File: src/rtl/muldiv_unit.sv
// muldiv_unit: multi-cycle RISC-V M-extension execute unit with a registered multiply and a
// radix-2 restoring divider. Optional macro MULDIV_DIV_EARLY_EXIT_EN retires div-by-zero/overflow at accept.

package muldiv_pkg;
  typedef enum logic [3:0] {
    FN_ADD    = 4'd0,
    FN_SUB    = 4'd1,
    FN_SLL    = 4'd2,
    FN_SLT    = 4'd3,
    FN_XOR    = 4'd4,
    FN_SRL    = 4'd5,
    FN_OR     = 4'd6,
    FN_AND    = 4'd7,
    FN_MUL    = 4'd8,
    FN_MULH   = 4'd9,
    FN_MULHSU = 4'd10,
    FN_MULHU  = 4'd11,
    FN_DIV    = 4'd12,
    FN_DIVU   = 4'd13,
    FN_REM    = 4'd14,
    FN_REMU   = 4'd15
  } AluFunc;
endpackage

module muldiv_unit
  import muldiv_pkg::*;
#(
  parameter int XLEN       = 32,
  parameter int DIV_CYCLES = 32
) (
  input  logic            clk_in,
  input  logic            rst_in,
  input  logic            valid_in,
  output logic            ready_out,
  input  AluFunc          func_in,
  input  logic [XLEN-1:0] a_in,
  input  logic [XLEN-1:0] b_in,
  input  logic [4:0]      dst_in,
  input  logic            kill_in,
  output logic            valid_out,
  output logic [XLEN-1:0] result_out,
  output logic [4:0]      dst_out
);

  localparam int CW = (DIV_CYCLES > 1) ? $clog2(DIV_CYCLES) : 1;
  localparam logic [CW-1:0] LAST_COUNT = CW'(DIV_CYCLES - 1);

  typedef enum logic [2:0] {
    S_IDLE = 3'd0,
    S_MUL  = 3'd1,
    S_DIV  = 3'd2,
    S_FIX  = 3'd3,
    S_DONE = 3'd4
  } state_t;

  state_t          state_r, state_s;
  AluFunc          func_r;
  logic [XLEN-1:0] a_r, b_r;
  logic [4:0]      op_dst_r;
  logic [XLEN-1:0] quo_r, rem_r, dvsr_r;
  logic [CW-1:0]   count_r;
  logic            neg_q_r, neg_r_r;
  logic [XLEN-1:0] result_r;
  logic [4:0]      dst_r;

  logic            accept_s;
  logic            div_op_in_s, signed_div_in_s;
  logic            a_neg_in_s, b_neg_in_s, div_zero_in_s;
  logic [XLEN-1:0] a_mag_in_s, b_mag_in_s;

  logic                   a_sext_s, b_sext_s;
  logic signed [2*XLEN-1:0] ma_s, mb_s, prod_s;
  logic [XLEN-1:0]        mul_result_s;

  logic [XLEN:0]   shifted_s, diff_s;
  logic            ge_s;
  logic [XLEN-1:0] q_fixed_s, r_fixed_s, div_result_s;

  logic            load_result_s;
  logic [XLEN-1:0] result_next_s;
  logic [4:0]      dst_next_s;

  // Operand classification and magnitudes, evaluated on the raw inputs for the accept edge
  assign accept_s        = (state_r == S_IDLE) && valid_in && !kill_in;
  assign div_op_in_s     = func_in inside {FN_DIV, FN_DIVU, FN_REM, FN_REMU};
  assign signed_div_in_s = (func_in == FN_DIV) || (func_in == FN_REM);
  assign a_neg_in_s      = signed_div_in_s && a_in[XLEN-1];
  assign b_neg_in_s      = signed_div_in_s && b_in[XLEN-1];
  assign a_mag_in_s      = a_neg_in_s ? (-a_in) : a_in;
  assign b_mag_in_s      = b_neg_in_s ? (-b_in) : b_in;
  assign div_zero_in_s   = (b_in == '0);

`ifdef MULDIV_DIV_EARLY_EXIT_EN
  localparam logic [XLEN-1:0] INT_MIN = {1'b1, {(XLEN-1){1'b0}}};
  logic            overflow_in_s, early_in_s;
  logic [XLEN-1:0] early_result_s;

  assign overflow_in_s = signed_div_in_s && (a_in == INT_MIN) && (b_in == '1);
  assign early_in_s    = div_zero_in_s || overflow_in_s;

  // Architectural result for the two divide corner cases
  always_comb begin
    early_result_s = '0;
    if ((func_in == FN_DIV) || (func_in == FN_DIVU)) begin
      early_result_s = div_zero_in_s ? '1 : INT_MIN;
    end else begin
      early_result_s = div_zero_in_s ? a_in : '0;
    end
  end
`endif

  // Product of sign/zero-extended operands; low half is identical for all signedness modes
  assign a_sext_s = ((func_r == FN_MULH) || (func_r == FN_MULHSU)) && a_r[XLEN-1];
  assign b_sext_s = (func_r == FN_MULH) && b_r[XLEN-1];
  assign ma_s     = {{XLEN{a_sext_s}}, a_r};
  assign mb_s     = {{XLEN{b_sext_s}}, b_r};
  assign prod_s   = ma_s * mb_s;

  // Select the product half requested by the latched function
  always_comb begin
    mul_result_s = '0;
    case (func_r)
      FN_MUL:                       mul_result_s = prod_s[XLEN-1:0];
      FN_MULH, FN_MULHSU, FN_MULHU: mul_result_s = prod_s[2*XLEN-1:XLEN];
      default:                      mul_result_s = '0;
    endcase
  end

  // Restoring step: a clear borrow bit means the shifted remainder covers the divisor
  assign shifted_s = {rem_r, quo_r[XLEN-1]};
  assign diff_s    = shifted_s - {1'b0, dvsr_r};
  assign ge_s      = ~diff_s[XLEN];

  // A zero divisor leaves an all-ones quotient and |a| remainder, so only the quotient sign is gated
  assign q_fixed_s = neg_q_r ? (-quo_r) : quo_r;
  assign r_fixed_s = neg_r_r ? (-rem_r) : rem_r;

  // Quotient or remainder depending on the latched function
  always_comb begin
    div_result_s = r_fixed_s;
    if ((func_r == FN_DIV) || (func_r == FN_DIVU)) begin
      div_result_s = q_fixed_s;
    end else begin
      div_result_s = r_fixed_s;
    end
  end

  // Next-state logic and result load control
  always_comb begin
    state_s       = state_r;
    load_result_s = 1'b0;
    result_next_s = '0;
    dst_next_s    = op_dst_r;
    if (kill_in) begin
      state_s = S_IDLE;
    end else begin
      case (state_r)
        S_IDLE: begin
          if (valid_in) begin
            if (div_op_in_s) begin
`ifdef MULDIV_DIV_EARLY_EXIT_EN
              if (early_in_s) begin
                state_s       = S_DONE;
                load_result_s = 1'b1;
                result_next_s = early_result_s;
                dst_next_s    = dst_in;
              end else begin
                state_s = S_DIV;
              end
`else
              state_s = S_DIV;
`endif
            end else begin
              state_s = S_MUL;
            end
          end else begin
            state_s = S_IDLE;
          end
        end
        S_MUL: begin
          state_s       = S_DONE;
          load_result_s = 1'b1;
          result_next_s = mul_result_s;
        end
        S_DIV: begin
          if (count_r == LAST_COUNT) begin
            state_s = S_FIX;
          end else begin
            state_s = S_DIV;
          end
        end
        S_FIX: begin
          state_s       = S_DONE;
          load_result_s = 1'b1;
          result_next_s = div_result_s;
        end
        S_DONE:  state_s = S_IDLE;
        default: state_s = S_IDLE;
      endcase
    end
  end

  // State, operand latch, divider datapath and result registers
  always_ff @(posedge clk_in) begin
    if (rst_in) begin
      state_r  <= S_IDLE;
      func_r   <= FN_ADD;
      a_r      <= '0;
      b_r      <= '0;
      op_dst_r <= 5'd0;
      quo_r    <= '0;
      rem_r    <= '0;
      dvsr_r   <= '0;
      count_r  <= '0;
      neg_q_r  <= 1'b0;
      neg_r_r  <= 1'b0;
      result_r <= '0;
      dst_r    <= 5'd0;
    end else begin
      state_r <= state_s;
      if (accept_s) begin
        func_r   <= func_in;
        a_r      <= a_in;
        b_r      <= b_in;
        op_dst_r <= dst_in;
        quo_r    <= a_mag_in_s;
        dvsr_r   <= b_mag_in_s;
        rem_r    <= '0;
        count_r  <= '0;
        neg_q_r  <= (a_neg_in_s ^ b_neg_in_s) && !div_zero_in_s;
        neg_r_r  <= a_neg_in_s;
      end else if ((state_r == S_DIV) && !kill_in) begin
        quo_r   <= {quo_r[XLEN-2:0], ge_s};
        rem_r   <= ge_s ? diff_s[XLEN-1:0] : shifted_s[XLEN-1:0];
        count_r <= count_r + CW'(1);
      end else begin
        count_r <= count_r;
      end
      if (load_result_s) begin
        result_r <= result_next_s;
        dst_r    <= dst_next_s;
      end else begin
        result_r <= result_r;
      end
    end
  end

  assign ready_out  = (state_r == S_IDLE);
  assign valid_out  = (state_r == S_DONE) && !kill_in;
  assign result_out = result_r;
  assign dst_out    = dst_r;

endmodule

File: config.mk
export PLATFORM = sky130hd
export DESIGN_NAME = muldiv_unit
export DESIGN_NICKNAME = d
export VERILOG_FILES = /design/src/rtl/muldiv_unit.sv
export SDC_FILE = /design/constraint.sdc
export NUM_CORES = 2
export LEC_CHECK = 0
export BUFFER_PORTS_ARGS = -buffer_cell sky130_fd_sc_hd__buf_4
export CAP_MARGIN = 0
export CORE_ASPECT_RATIO = 1.25
export CORE_MARGIN = 3
export CORE_UTILIZATION = 40
export DETAILED_ROUTE_END_ITERATION = 10
export GPL_TIMING_DRIVEN = 0
export SLEW_MARGIN = 20
export SYNTH_ARGS = -nofsm -noshare
export SYNTH_HDL_FRONTEND = slang
export SYNTH_SLANG_ARGS = --single-unit
File: constraint.sdc
create_clock -name clk_in -period 9.95 [get_ports clk_in]
set_clock_uncertainty 0.15 [all_clocks]
set_input_delay 0 -clock clk_in [delete_from_list [all_inputs] [get_ports clk_in]]
set_output_delay 0 -clock clk_in [all_outputs]
set_load 0.01 [all_outputs]
* Yosys cells after proc, flatten, opt, wreduce, memory -nomap -nowiden *
Cells that the tools add are included.

storage, ports and cells
  logic and storage cells = 76
  output and inout bits = 39
  register bits after elaboration = 216
  input port bits = 77

operators by class
  multiply operators = 1
  reductions and logical operators = 22
  bitwise operators = 2
  eq/ne operators = 15
  add/sub/neg operators = 6
  muxes and demuxes = 17

operators by type and width
  operator                                             count
  two-way mux 32 bit                                   9
  negator 32 bit                                       4
  case mux 32 bit (2 select lines)                     2
  multiplier 33 x 33 -> 64 bit                         1
  equality test 4 bit, second input constant           10
  subtractor 33 x 32 -> 33 bit                         1
  logical NOT 32 bit                                   1
  logical AND 1 bit                                    9
  case mux 3 bit (3 select lines)                      1
  equality test 3 x 2 -> 1 bit, second input constant  2
  OR reduction 2 bit                                   3
  adder 5 x 1 -> 5 bit, second input constant          1
  equality test 5 bit, second input constant           1
  nonzero test 4 bit                                   1
  equality test 3 x 1 -> 1 bit, second input constant  1
  equality test 3 bit, second input constant           1
  logical NOT 3 bit                                    1
  logical OR 1 bit                                     3
  two-way mux 1 bit                                    3
  two-way mux 3 bit                                    1
  OR reduction 3 bit                                   1
  logical NOT 1 bit                                    2
  two-way mux 2 bit                                    1
  nonzero test 2 bit                                   1
  other kinds (2)                                      2

* Logic depth before layout (Yosys ltp) *
  depth after elaboration = 7
  depth in mapped cells = 32
  mapped depth without buffers = 29

* Worst setup path before layout *
OpenSTA, ideal clock, no wires.

  path kind = register to register
  start point = register func_r[1]
  end point = register result_r[28] (netlist: result_out[28])
  buffers on the path = 3
  cell stages (with the launch flop) = 31
  period minus slack after synthesis = 8.690 ns
  data arrival time = 8.413 ns
  required time = 9.674 ns
  library setup time = 0.126 ns
  path slack = 1.260 ns
  cells stage by stage = dfxtp_1 clkbuf_1 xor2_1 and3_1 clkbuf_1 nand2_1 inv_1 fa_1 inv_1 fa_1 inv_1 fa_1 inv_1 fa_1 inv_1 fa_1 fa_1 fa_1 inv_1 fa_1 inv_1 ha_1 clkbuf_1 nand2_1 or4_1 a211o_1 a31oi_1 nand2_1 o21ai_0 or4b_2 o211ai_1

on the way
  word-level cells in the longest chain between the ends = 7
  elaborated cells on any way between the ends = 16
  those cells by class = mul (1); eq/ne (6); mux (4); reduce/logical (5)

RTL lines
  what                                           line           source
  start: declaration                             57             AluFunc func_r;
  start signal: assignment                       222            func_r <= func_in;
  equality test 4 bit, on equally long branches  113, 114, 122
  logical OR 1 bit                               113            assign a_sext_s = ((func_r == FN_MULH) || (func_r == FN_MULHSU)) && a_r[XLEN-1];
  logical AND 1 bit                              113
  multiplier 33 x 33 -> 64 bit                   117            assign prod_s = ma_s * mb_s;
  case mux 32 bit (2 select lines)               122            case (func_r)
  case mux 32 bit (2 select lines) *             157            case (state_r)
  two-way mux 32 bit *                           154            if (kill_in) begin
  end signal: assignment                         240            result_r <= result_next_s;
  end signal: assignment                         243            result_r <= result_r;
  end: declaration                               63             logic [XLEN-1:0] result_r;

Mark *: on every way between the ends. The rest lies on a longest branch, timed or not.
A chain may end at the register's enable or synchronous reset.

* Final worst setup path *
  start point = register b_r[5]
  end point = register result_r[28] (netlist: result_out[28])

on the way
  word-level cells in the longest chain between the ends = 4

RTL lines
  what                              line  source
  start: declaration                58    logic [XLEN-1:0] a_r, b_r;
  start signal: assignment          224   b_r <= b_in;
  multiplier 33 x 33 -> 64 bit      117
  case mux 32 bit (2 select lines)  122
  case mux 32 bit (2 select lines)  157
  two-way mux 32 bit                154

Every way passes these cells.

==> results.cfg <==
[status]
run_status = finished, final reports clean

[yosys]
syn-mean-instance-area_sq_um = 8.46
synthDistinctLibCells = 79
ys_seq_area_frac = 0.0840
synth-main-ff-cell = sky130_fd_sc_hd__dfxtp_1
synthCells = 6056
count_of_flip_flops_with_a_built_in_enable_after_synthesis = 0
synth-async-reset-ratio = 0
synth_seq_cells = 215
synth.net_count = 7509
syn-cell-area_sq_um = 51200
yosys_warnings = 0

[finish]
area_added_between_synthesis_and_finish_pct = 9.22
drive_above_1_share = 0.0361
layout_commonest_cell = sky130_fd_sc_hd__inv_1
commonest_non_fill_non_tap_cells_in_the_layout = sky130_fd_sc_hd__inv_1 (1225), sky130_fd_sc_hd__fa_1 (1124), sky130_fd_sc_hd__nand2_1 (1109)
stdcell_area_sq_um = 56000
finish.net_count = 7732

[floorplanning]
initial_core_util = 0.404
rows = 146
floorplan.core_area_sq_um = 127000
dieHeight_um = 406
io_pins = 116
overall_die_width_um = 326
die-area_sq_um = 132000

[sta]
finalWorstSetupSlack_ns = 0.127
slew_viol_final = 0
final_critical_period_ns = 9.82
max_clock_freq_ghz = 0.102
rsz0062_at_grt = true
timing.slew.headroom = 0.166
post-route-period-util = 0.987
hold_viol_final = 0
setup_viol = 0
totalNegativeSetupSlack_ns = 0
worst_pin_slew_ns = 1.25

[drt]
overall_routed_net_length_um = 199000
ant_nets = 0
drt-vias-per-instance = 5.42
drt-wirelength-per-cell_um = 24.8
detailedRoute.firstPassIterationCount = 6
remaining_drc_errors = 0
num_vias = 43400
detailedRoute.firstIterationViolations = 3516

[clocking]
clk_latency_ns = 0.56
clock_path_buffers = 3
tritoncts_num_sinks = 215
h_tree_level_count = 1
clock_tree_from_tritoncts = done
cts_made_buffers = 23
cts.reportedPaths.clkPinSlew_ns = 0.07
cts_root_buf = sky130_fd_sc_hd__clkbuf_16

[pwr]
power.static_leakage_nw = 24.9
power.share.sequential = 0.313
power_per_cell_area_nw_per_um2 = 55.9
netSwitchingPower_w = 0.00131
ir_worst_vdd_v = 0.000140
clk_network_pwr_share = 0.298
comb_power_share = 0.388
netSwitchingFraction = 0.418
total_power_w = 0.00313
intPower_w = 0.00182

[min_path]
timing.hold.worst.class = primary input to register

[placed_design]
dp_hpwl_um = 169000
placedInstanceArea_sq_um = 54300
detailedPlace.worstSlack_ns = -0.854
place_congestion = 0.997
placement.io_buffers = 115

[global_routing]
grt_first_pass_wirelength_um = 295000
globalRouteTotalUtil = 0.302
antenna_found_initial = 9
first_global_vias = 45400
grt_remaining_overflow = 0
grt_start_max_net_pins = 19

[setup_path]
path_class = register to register
critical_path.max_fanout = 10
critical_path.endpoint_type = register
cp.arrival_ns = 10.11
reg2reg_slack_ns = 0.13
critical_path.startpoint_type = register
cp_data_required_time_ns = 10.24

[flow_run]
max_cap_violations = 0
-- critical path, stage by stage (launching register included) --
cell,delay [ns]
sky130_fd_sc_hd__dfxtp_1,0.30
sky130_fd_sc_hd__clkbuf_1,0.61
sky130_fd_sc_hd__clkbuf_1,0.69
sky130_fd_sc_hd__nand2_1,0.15
sky130_fd_sc_hd__fa_1,0.53
sky130_fd_sc_hd__fa_1,0.50
sky130_fd_sc_hd__inv_1,0.07
sky130_fd_sc_hd__fa_2,0.78
sky130_fd_sc_hd__clkinvlp_4,0.32
sky130_fd_sc_hd__fa_1,0.54
sky130_fd_sc_hd__inv_1,0.05
sky130_fd_sc_hd__fa_1,0.48
sky130_fd_sc_hd__fa_1,0.55
sky130_fd_sc_hd__inv_1,0.05
sky130_fd_sc_hd__fa_1,0.40
sky130_fd_sc_hd__fa_1,0.67
sky130_fd_sc_hd__inv_1,0.08
sky130_fd_sc_hd__ha_1,0.27
sky130_fd_sc_hd__clkbuf_1,0.25
sky130_fd_sc_hd__a21o_1,0.27
sky130_fd_sc_hd__a31oi_2,0.28
sky130_fd_sc_hd__o21ai_0,0.18
sky130_fd_sc_hd__a221oi_2,0.36
sky130_fd_sc_hd__a31oi_1,0.16
sky130_fd_sc_hd__nand2_1,0.18
sky130_fd_sc_hd__o21ai_1,0.11
sky130_fd_sc_hd__or4b_2,0.62
sky130_fd_sc_hd__o211ai_1,0.11
-- final timing paths --
| check | start | endpoint | cells after the start |
|---|---|---|---|
| min | func_in[0] | func_r[0] | 4 |
| max | b_r[5] | result_out[28] | 27 |
| min reg2reg | dst_next_s[3] | dst_out[3] | 2 |
| max reg2reg | b_r[5] | result_out[28] | 27 |
-- sequential cells by signal, indices dropped and copies added, names as in the netlist, 5 cells and up --
register / cells
a_r: 32
quo_r: 32
result_out: 32
dst_out: 5
count_r: 5
rem_r: 32
dvsr_r: 31
dst_next_s: 5
b_r: 32
-- power groups by stage --
| stage | logic, W | clock network, W | registers (W) |
|---|---|---|---|
| floorplan | 0.000685 | 0 | 0.000946 |
| global placement | 0.00116 | 0 | 0.000991 |
| detailed placement | 0.00116 | 0 | 0.000991 |
| CTS | 0.00120 | 0.000941 | 0.000974 |
| global route | 0.00130 | 0.000968 | 0.000978 |
| finish | 0.00121 | 0.000933 | 0.000979 |
-- cell usage after synthesis (all sizes together), types with 8 or more instances --
master / count / area share
nor3: 48 / 0.0048
nand2: 1110 / 0.081
nand3b: 10 / 0.0015
nor2b: 16 / 0.0020
and2: 303 / 0.037
nand2b: 20 / 0.0024
inv: 1228 / 0.090
mux2i: 31 / 0.0061
nor4: 16 / 0.0021
and3: 18 / 0.0022
o41ai: 15 / 0.0029
a22oi: 8 / 0.0012
or3: 25 / 0.0032
o22ai: 10 / 0.0012
or2: 16 / 0.0020
fa: 1126 / 0.44
and4: 8 / 0.0014
a311oi: 20 / 0.0034
dfxtp: 215 / 0.084
o21a: 20 / 0.0029
a21o: 41 / 0.0060
a211oi: 56 / 0.0083
o211ai: 14 / 0.0021
o221a: 8 / 0.0018
o21ai: 180 / 0.018
nand4: 17 / 0.0021
or4: 13 / 0.0021
o21bai: 9 / 0.0013
nor2: 216 / 0.016
xnor2: 117 / 0.020
clkbuf: 352 / 0.026
a221oi: 10 / 0.0017
a31oi: 28 / 0.0034
o31ai: 39 / 0.0060
ha: 250 / 0.061
xor2: 77 / 0.013
a21oi: 260 / 0.025
nand3: 36 / 0.0035
-- kinds of logic after synthesis --
kind of cell | after synthesis | share of synthesized area
xor+xnor | 194 | 0.0332
mux | 33 | 0.00650
flops | 215 | 0.0840
fa+ha+maj | 1376 | 0.501
buf+inv | 1587 | 0.116
compound gates | 763 | 0.0930
simple gates | 1888 | 0.166
-- final cells by class --
type	count	area, sq um
multi-input cells	4254	41000
inverters	1229	4620
well taps	1702	2130
fillers	12800	71000
clock buffers	30	632
diodes	9	22.5
repair buffers	204	1750
clock inverters	11	150
flip-flops and latches	215	4310
plain buffers	352	1340
-- per-stage QoR --
stage,utilization,std cells,hold slack (ns)
2_1_floorplan,-,6056,-0.0996
3_3_place_gp,0.427,7873,0.100
3_5_place_dp,0.427,7874,0.111
4_1_cts,0.440,7995,0.104
5_1_grt,0.441,7997,0.133
6_report,0.441,8006,0.121
-- timing repair --
action                                 in CTS  in global routing
setup buffers                               2                  6
endpoints found under the hold margin     147                  0
gates resized for setup                    12                 14
pin swaps                                   1                  2
hold buffers                               80                  0
setup endpoints to repair                  14                  6
-- routing by layer --
layer | up-vias | GRT usage | share of wire
met1 | 22100 | 0.354 | 0.36
met3 | 610 | 0.0378 | 0.066
met5 | - | 0 | 0.00033
met4 | 10 | 0.231 | 0.098
li1 | 18800 | - | -
met2 | 1928 | 0.508 | 0.47
Note: power is estimated with default switching activity, not from simulation.
